$ cat src/rtl/spi_slave_pkg.sv
// Shared definitions for the SPI slave on the SPI-to-RAM path.
// Contents:
//   - FSM state encodings and the state enum built from them
//   - route bit values sampled in CHK_CMD
//   - two-bit command codes carried in the top bits of every frame
package spi_slave_pkg;

    localparam logic [2:0] ST_IDLE      = 3'd0;
    localparam logic [2:0] ST_CHK_CMD   = 3'd1;
    localparam logic [2:0] ST_WRITE     = 3'd2;
    localparam logic [2:0] ST_READ_ADD  = 3'd3;
    localparam logic [2:0] ST_READ_DATA = 3'd4;
    localparam logic [2:0] ST_TX_WAIT   = 3'd5;
    localparam logic [2:0] ST_TX_SHIFT  = 3'd6;
    localparam logic [2:0] ST_WAIT_END  = 3'd7;

    typedef enum logic [2:0] {
        IDLE      = ST_IDLE,
        CHK_CMD   = ST_CHK_CMD,
        WRITE     = ST_WRITE,
        READ_ADD  = ST_READ_ADD,
        READ_DATA = ST_READ_DATA,
        TX_WAIT   = ST_TX_WAIT,
        TX_SHIFT  = ST_TX_SHIFT,
        WAIT_END  = ST_WAIT_END
    } state_e;

    // Route bit: first MOSI bit after SS_n falls.
    localparam logic ROUTE_WR = 1'b0;
    localparam logic ROUTE_RD = 1'b1;

    // Command field {cmd[1:0]} in the top two frame bits.
    localparam logic [1:0] WR_ADDR = 2'b00;
    localparam logic [1:0] WR_DATA = 2'b01;
    localparam logic [1:0] RD_ADDR = 2'b10;
    localparam logic [1:0] RD_DATA = 2'b11;

endpackage

$ cat src/rtl/spi_tx_shifter.sv
// MISO serialiser for RAM read data.
// Ports:
//   clk, rst_n : clock, synchronous active-low reset
//   load_i     : latch data_i and drive its first bit on miso_o
//   shift_i    : drive the next remaining bit on miso_o
//   clear_i    : drop remaining bits, miso_o low (highest priority)
//   data_i     : parallel word to send
//   miso_o     : registered serial output
module spi_tx_shifter #(
    parameter int DATA_W    = 8,
    parameter bit MSB_FIRST = 1'b1
) (
    input  logic              clk,
    input  logic              rst_n,
    input  logic              load_i,
    input  logic              shift_i,
    input  logic              clear_i,
    input  logic [DATA_W-1:0] data_i,
    output logic              miso_o
);

    // shreg_q holds only the bits not yet driven, aligned so the next one
    // sits at the end that is sent first.
    logic [DATA_W-1:0] shreg_q, shreg_d;
    logic              miso_q,  miso_d;

    always_comb begin
        shreg_d = shreg_q;
        miso_d  = miso_q;
        if (clear_i) begin
            shreg_d = '0;
            miso_d  = 1'b0;
        end else if (load_i) begin
            if (MSB_FIRST) begin
                miso_d  = data_i[DATA_W-1];
                shreg_d = {data_i[DATA_W-2:0], 1'b0};
            end else begin
                miso_d  = data_i[0];
                shreg_d = {1'b0, data_i[DATA_W-1:1]};
            end
        end else if (shift_i) begin
            if (MSB_FIRST) begin
                miso_d  = shreg_q[DATA_W-1];
                shreg_d = {shreg_q[DATA_W-2:0], 1'b0};
            end else begin
                miso_d  = shreg_q[0];
                shreg_d = {1'b0, shreg_q[DATA_W-1:1]};
            end
        end
    end

    always_ff @(posedge clk) begin
        if (!rst_n) begin
            shreg_q <= '0;
            miso_q  <= 1'b0;
        end else begin
            shreg_q <= shreg_d;
            miso_q  <= miso_d;
        end
    end

    assign miso_o = miso_q;

endmodule

$ cat src/rtl/spi_slave_param.sv
// Parametrised SPI slave between the external SPI master pins and the RAM
// command interface. Receives {route, cmd[1:0], payload} on MOSI, returns
// RAM read data on MISO after a read-data frame.
// Ports:
//   clk, rst_n          : clock, synchronous active-low reset
//   SS_n, MOSI, MISO    : SPI pins (SS_n active low)
//   rx_data, rx_valid   : received frame and its one-cycle strobe
//   tx_data, tx_valid   : RAM read data, accepted only while waiting for it
//   frame_err           : one-cycle strobe when SS_n aborts a frame
//   busy                : high whenever the FSM is not idle
module spi_slave_param
    import spi_slave_pkg::*;
#(
    parameter int DATA_W    = 8,
    parameter bit MSB_FIRST = 1'b1
) (
    input  logic                clk,
    input  logic                rst_n,
    input  logic                SS_n,
    input  logic                MOSI,
    output logic                MISO,
    output logic [DATA_W+1:0]   rx_data,
    output logic                rx_valid,
    input  logic [DATA_W-1:0]   tx_data,
    input  logic                tx_valid,
    output logic                frame_err,
    output logic                busy
);

    localparam int FRAME_W = DATA_W + 2;
    localparam int CNT_W   = $clog2(FRAME_W);
    localparam logic [CNT_W-1:0] FRAME_LAST = CNT_W'(FRAME_W - 1);
    localparam logic [CNT_W-1:0] TX_LAST    = CNT_W'(DATA_W - 1);

    state_e               state_q,    state_d;
    logic [CNT_W-1:0]     cnt_q,      cnt_d;
    logic [FRAME_W-1:0]   rx_shift_q, rx_shift_d;
    logic [FRAME_W-1:0]   rx_data_q,  rx_data_d;
    logic                 rx_valid_q, rx_valid_d;
    logic                 frame_err_q, frame_err_d;
    logic                 rd_seen_q,  rd_seen_d;
    logic [FRAME_W-1:0]   rx_in;
    logic                 tx_load, tx_shift, tx_clear;

    // Shift register contents after taking the current MOSI bit.
    always_comb begin
        if (MSB_FIRST) rx_in = {rx_shift_q[FRAME_W-2:0], MOSI};
        else           rx_in = {MOSI, rx_shift_q[FRAME_W-1:1]};
    end

    // NOTE: every output of this block gets a default first so no path
    // leaves a variable unassigned and infers a latch.
    always_comb begin
        state_d     = state_q;
        cnt_d       = cnt_q;
        rx_shift_d  = rx_shift_q;
        rx_data_d   = rx_data_q;
        rx_valid_d  = 1'b0;
        frame_err_d = 1'b0;
        rd_seen_d   = rd_seen_q;
        tx_load     = 1'b0;
        tx_shift    = 1'b0;
        tx_clear    = 1'b0;

        if (state_q != IDLE && SS_n) begin
            // Deselect wins over everything, including a last-bit sample.
            // Leaving WAIT_END is a normal end; so is leaving TX_SHIFT once
            // its final bit has already been driven.
            state_d     = IDLE;
            tx_clear    = 1'b1;
            frame_err_d = (state_q != WAIT_END) &&
                          !(state_q == TX_SHIFT && cnt_q == TX_LAST);
        end else begin
            unique case (state_q)
                IDLE: if (!SS_n) state_d = CHK_CMD;
                CHK_CMD: begin
                    if (MOSI == ROUTE_WR) state_d = WRITE;
                    else if (rd_seen_q)   state_d = READ_DATA;
                    else                  state_d = READ_ADD;
                end
                WRITE, READ_ADD, READ_DATA: begin
                    rx_shift_d = rx_in;
                    cnt_d      = cnt_q + 1'b1;
                    if (cnt_q == FRAME_LAST) begin
                        rx_data_d  = rx_in;
                        rx_valid_d = 1'b1;
                        if (state_q == READ_DATA) begin
                            rd_seen_d = 1'b0;
                            state_d   = TX_WAIT;
                        end else begin
                            if (state_q == READ_ADD) rd_seen_d = 1'b1;
                            state_d = WAIT_END;
                        end
                    end
                end
                TX_WAIT: begin
                    if (tx_valid) begin
                        tx_load = 1'b1;
                        state_d = TX_SHIFT;
                    end
                end
                TX_SHIFT: begin
                    if (cnt_q == TX_LAST) begin
                        tx_clear = 1'b1;
                        state_d  = WAIT_END;
                    end else begin
                        tx_shift = 1'b1;
                        cnt_d    = cnt_q + 1'b1;
                    end
                end
                WAIT_END: ;
                default: state_d = IDLE;
            endcase
        end

        // Counter restarts on every state entry.
        if (state_d != state_q) cnt_d = '0;
    end

    // NOTE: sequential state uses non-blocking assignments so all registers
    // update together from values sampled at the same edge.
    always_ff @(posedge clk) begin
        if (!rst_n) begin
            state_q     <= IDLE;
            cnt_q       <= '0;
            rx_shift_q  <= '0;
            rx_data_q   <= '0;
            rx_valid_q  <= 1'b0;
            frame_err_q <= 1'b0;
            rd_seen_q   <= 1'b0;
        end else begin
            state_q     <= state_d;
            cnt_q       <= cnt_d;
            rx_shift_q  <= rx_shift_d;
            rx_data_q   <= rx_data_d;
            rx_valid_q  <= rx_valid_d;
            frame_err_q <= frame_err_d;
            rd_seen_q   <= rd_seen_d;
        end
    end

    spi_tx_shifter #(
        .DATA_W    (DATA_W),
        .MSB_FIRST (MSB_FIRST)
    ) u_tx (
        .clk     (clk),
        .rst_n   (rst_n),
        .load_i  (tx_load),
        .shift_i (tx_shift),
        .clear_i (tx_clear),
        .data_i  (tx_data),
        .miso_o  (MISO)
    );

    assign rx_data   = rx_data_q;
    assign rx_valid  = rx_valid_q;
    assign frame_err = frame_err_q;
    assign busy      = (state_q != IDLE);

endmodule
$ cat config.mk
export PLATFORM = sky130hd
export DESIGN_NAME = spi_slave_param
export DESIGN_NICKNAME = d
export VERILOG_FILES = /design/src/rtl/spi_slave_pkg.sv /design/src/rtl/spi_tx_shifter.sv /design/src/rtl/spi_slave_param.sv
export SDC_FILE = /design/constraint.sdc
export NUM_CORES = 1
export LEC_CHECK = 0
export CORE_UTILIZATION = 35
export CTS_CLUSTER_DIAMETER = 100
export CTS_CLUSTER_SIZE = 30
export DETAILED_ROUTE_END_ITERATION = 8
export GPL_TIMING_DRIVEN = 0
export PLACE_DENSITY = 0.56
export SKIP_CTS_REPAIR_TIMING = 1
export SLEW_MARGIN = 10
export SYNTH_ARGS = -nofsm -noshare
export SYNTH_HDL_FRONTEND = slang
export SYNTH_SLANG_ARGS = --single-unit
$ cat constraint.sdc
create_clock -name clk -period 1.8 [get_ports clk]
set_clock_uncertainty 0.2 [all_clocks]
set_input_delay 0.18 -clock clk [delete_from_list [all_inputs] [get_ports clk]]
set_output_delay 0.18 -clock clk [all_outputs]
set_load 0.03 [all_outputs]
# Word level (Yosys, flattened, before mapping)
# Cells that the tools add are included.
classes:
  n_addsub: 1
  shifts: 0
  order_cmp: 0
  reduce_logical: 18
  muxes: 27
  div: 0
  bitwise: 3
  eq_ne: 11
  mul: 0
op_table:
  columns: ["cell", "n"]
  rows:
  - ["$mux 3", 7]
  - ["$mux 8", 2]
  - ["$pmux 3 s5", 1]
  - ["$mux 1", 14]
  - ["$eq 3x3->1 const B", 3]
  - ["$pmux 4 s2", 1]
  - ["$eq 3x2->1 const B", 2]
  - ["$reduce_and 3->1", 2]
  - ["$reduce_bool 2->1", 3]
  - ["$reduce_or 3->1", 2]
  - ["$add 4x1->4 const B", 1]
  - ["$eq 4x3->1 const B", 1]
  - ["$eq 4x4->1 const B", 1]
  - ["$mux 4", 1]
  - ["$reduce_and 2->1", 2]
  - ["$reduce_and 4->1", 1]
  - ["$reduce_or 2->1", 2]
  - ["$eq 3x1->1 const B", 1]
  - ["$logic_and 1x1->1", 3]
  - ["$logic_not 3->1", 1]
  - ["$ne 3x3->1", 1]
  - ["$ne 3x3->1 const B", 1]
  - ["$not 1->1", 3]
  - ["$reduce_bool 3->1", 1]
  - ["3 further kinds", 3]
totals:
  elab_cells: 69
  register_bits: 37
  latchBits: 0
  mem_bits_ro: 0
  mem_count: 0
  mem_bits_rw: 0

# Logic depth before layout (Yosys ltp)
depth:
  depth_word: 7
  ltp_mapped: 8
  depth_no_buf: 7

# By module
# From an unflattened synthesis, not the netlist that was laid out.
unflattened:
  cells_unflattened: 184
  hier_area_um2: 1750.4
by_module_without_submodules:
  columns: ["module", "instances", "cells_each", "area_each_um2"]
  rows:
  - ["spi_slave_param", 1, 148, 1373.8]
  - ["spi_tx_shifter", 1, 36, 376.6]

# Worst setup path before layout
# OpenSTA, ideal clock, no wires.
synth_path:
  path_type: "reg-to-reg"
  start: "reg cnt_q[0]"
  end: "reg cnt_q[2]"
  path_stages_with_launch: 8
  period_less_slack_ns: 1.801
  arrival_ns: 1.487
  path_buffers: 1
  required_ns: 1.485
  path_slack_ns: -0.001
  path_cell_list: "dfxtp_1 > ha_1 > and3b_1 > buf_6 > a221oi_4 > nand2_1 > xnor2_1 > and2_1"
synth_between:
  elab_chain_cells: 6
  word_cells_on_any_way: 13
  classes_between: "add/sub: 1; eq/ne: 4; mux: 6; reduce/logical: 2"
synth_lines:
  columns: ["item", "line_no", "text"]
  rows:
  - ["from (decl)", "spi_slave_param.sv:36", "logic [CNT_W-1:0] cnt_q, cnt_d;"]
  - ["from (signal assigned)", "spi_slave_param.sv:133", "cnt_q <= cnt_d;"]
  - ["$eq 4x3->1 or $eq 4x4->1 (tied branches)", "spi_slave_param.sv:103, spi_slave_param.sv:84", null]
  - ["$mux 3 (on tied branches)", "spi_slave_param.sv:103, spi_slave_param.sv:84", null]
  - ["$pmux 3 s5", "spi_slave_param.sv:74", "unique case (state_q)"]
  - ["$mux 3", "spi_slave_param.sv:65", "if (state_q != IDLE && SS_n) begin"]
  - ["$ne 3x3->1", "spi_slave_param.sv:117", "if (state_d != state_q) cnt_d = '0;"]
  - ["$reduce_or 2->1 (no source line)", null, null]
# Several ways; a longest one is shown, not always the timed one. The select of a mux whose other input is x is not followed.
# A chain may end at the register's enable or synchronous reset.

# Final worst setup path
layout_path:
  start: "reg cnt_q[1]"
  end: "reg cnt_q[3]"
# The elaborated chain is that of the path after synthesis.

==> metrics.cfg <==
[setup_path]
cp_cell_sequence=inv_2 > ha_4 > nand3b_1 > or3_4 > a22oi_2 > a311oi_4 > nor3b_2
crit_path_start_kind=register
max_stage_delay_ns=0.37
crit_slowest_cell=dfxtp_4
end_kind=register
cp.required_ns=1.77
crit_arrival_ns=1.83
critPathKind=reg -> reg
cp_max_fo=4

[clocking]
cts_buffer_depth=2
path_clk_slew_ns=0.08
cts-htree-levels=2
root_buffer=clkbuf_8
clock_sinks=37
cts-buffers-inserted=5
cts_tree=yes
clk_latency_ns=0.28

[sta]
final_max_slew_viol_count=0
maxSlewHeadroom=0.690
hold_viol_final=0
finalWorstSetupSlack_ns=-0.0610
fmax_mhz=537
finalCriticalPeriod_ns=1.86
setup_viol=4
finalCritPeriodShare=1.03
worst_pin_slew_ns=0.465
rsz0062_at_grt=yes
timing.hold.ws_ns=0.272
final.setup.tns_ns=-0.183

[synthesis]
yosys.area.top_type=dfxtp_1
synth.area.top_cells=dfxtp_1 (43%), mux2i_1 (15%), nor2_1 (8.4%)
synth_common_cells=nor2_1 (39), dfxtp_1 (37), mux2i_1 (26)
synth_fp_nets=202
ys_seq_elements=37
synth_seq_area_share=0.425
yosys.cell_count.top_type=nor2_1
syn_avg_cell_area_um2=9.31
synth_top_area_frac=0.425
synthCells=187
synth_ff_type=dfxtp_1
synth-warning-count=0
synth.distinct_cells=45
synth_area_um2=1740
synth_edf_count=0
async_reset_ff_frac=0

[global_routing]
grtUsageTotal=0.140
grt_pass1_vias=1233
antenna_found_initial=0
grt_pass1_wl_um=5770
grt_max_degree=14
grt.overflow.total=0

[finish]
diodes=0
fin_util=0.500
design_area_um2=2380
fin_nets=243
drive_above_1_share=0.201
syn_to_final_growth_pct=36.4

[route]
vias=1396
routed_via_density=4.72
dr.pass1.iters=4
finalWirelength_um=3570
antenna_left=0
wl_per_cell_um=12.1
drcViolationCount=0
drt_iter0_markers=64

[place]
gp_congestion=0.821
port_buffers=26
place_area_um2=2090
place_hpwl_um=2390

[power_and_ir_drop]
p_leak_uw=0.000987
ir_drop_uv=507
report.power.total_uw=1720
power.density_nw_per_um2=726

[floorplan]
start_util=0.366
num_io_pins=27
rows=25
die_width_um=72.5
chipHeight_um=72.5
die_area_um2=5260
coreArea_um2=4750

[outcome]
status=finished, violations left
violations=negative setup slack

[hold_path]
min_path_type=reg -> reg

[flow_run]
cap_violations=0

[placed cells by master (no fill, tap or decap), types with 2 or more instances in the layout]
master	netlist	layout
a211oi_1	8	6
clkdlybuf4s50_1	0	25
ha_4	0	2
dfxtp_4	0	2
inv_1	7	6
clkbuf_8	0	5
a31oi_1	2	2
a211oi_2	0	2
nand3_1	3	2
clkbuf_1	2	2
and2_1	3	3
o21ai_0	4	3
nand4b_1	2	2
dfxtp_1	37	33
nand2b_1	2	2
mux2i_1	26	26
dfxtp_2	0	2
buf_2	4	2
nor2_1	39	37
clkbuf_4	0	2
buf_4	1	7
nor2_4	1	2
nand2_1	10	9
buf_6	1	2
a21oi_1	5	5
[worst max-delay path: cells and delay by family (launching register included)]
kind            cells  cell delay (ns)
compound gates      2             0.31
flops               1             0.37
fa+ha+maj           1             0.12
buf+inv             1             0.06
simple gates        3             0.69
[path summary, 6_finish.rpt]
path	start	end	slack (ns)	depth (start not counted)
min	u_tx.shreg_q[1]$_SDFFE_PP0P_	u_tx.shreg_q[1]$_SDFFE_PP0P_	0.27	2
max	cnt_q[1]$_SDFFE_PP0P_	cnt_q[3]$_SDFFE_PP0P_	-0.06	7
max reg2reg	cnt_q[1]$_SDFFE_PP0P_	cnt_q[3]$_SDFFE_PP0P_	-0.06	7
min reg2reg	u_tx.shreg_q[1]$_SDFFE_PP0P_	u_tx.shreg_q[1]$_SDFFE_PP0P_	0.27	2
[cell type report]
type	instances	area (um^2)
repair buffers	34	339
flip-flops and latches	37	751
multi-input cells	134	995
inverters	7	26.3
clock inverters	3	46.3
well taps	67	83.8
clock buffers	5	68.8
fillers	477	2380
plain buffers	9	66.3
[metrics by stage]
stage,std cells,worst slack [ns]
floorplan,187,0.00427
global placement,280,-0.381
detailed placement,280,-0.365
CTS,288,-0.330
global route,296,-0.129
finish,296,-0.0610
[per-layer routing]
layer / global-route usage / wire length (um)
met5: 0 / 0
met4: 0.0436 / 11
met3: 0.0375 / 126
met2: 0.204 / 1620
met1: 0.199 / 1810
[where the power goes]
group          total (uW)  switching [uW]  internal, uW
logic                 173            92.5          80.0
clock network         720             306           415
registers             832            8.97           823
[kinds of logic (layout without fill, tap and decap cells)]
| family | Yosys count | in the layout | share of synthesized area |
|---|---|---|---|
| AND/OR/NAND/NOR | 73 | 73 | 0.210 |
| flip-flops | 37 | 37 | 0.425 |
| AO/OA/AOI/OAI | 31 | 31 | 0.140 |
| multiplexers | 26 | 26 | 0.149 |
| buffers and inverters | 16 | 58 | 0.0503 |
| adder cells (fa/ha/maj) | 2 | 2 | 0.0144 |
| XOR/XNOR | 2 | 2 | 0.0101 |
[sequential cells by signal, summed over array words and instances, names as in the netlist]
signal,flops
rx_data,10
cnt_q,4
rx_valid,1
frame_err,1
u_tx.shreg_q,7
u_tx.miso_o,1
state_q,3
rx_shift_q,9
rd_seen_q,1
No activity file was read; power rests on OpenSTA's default activity.
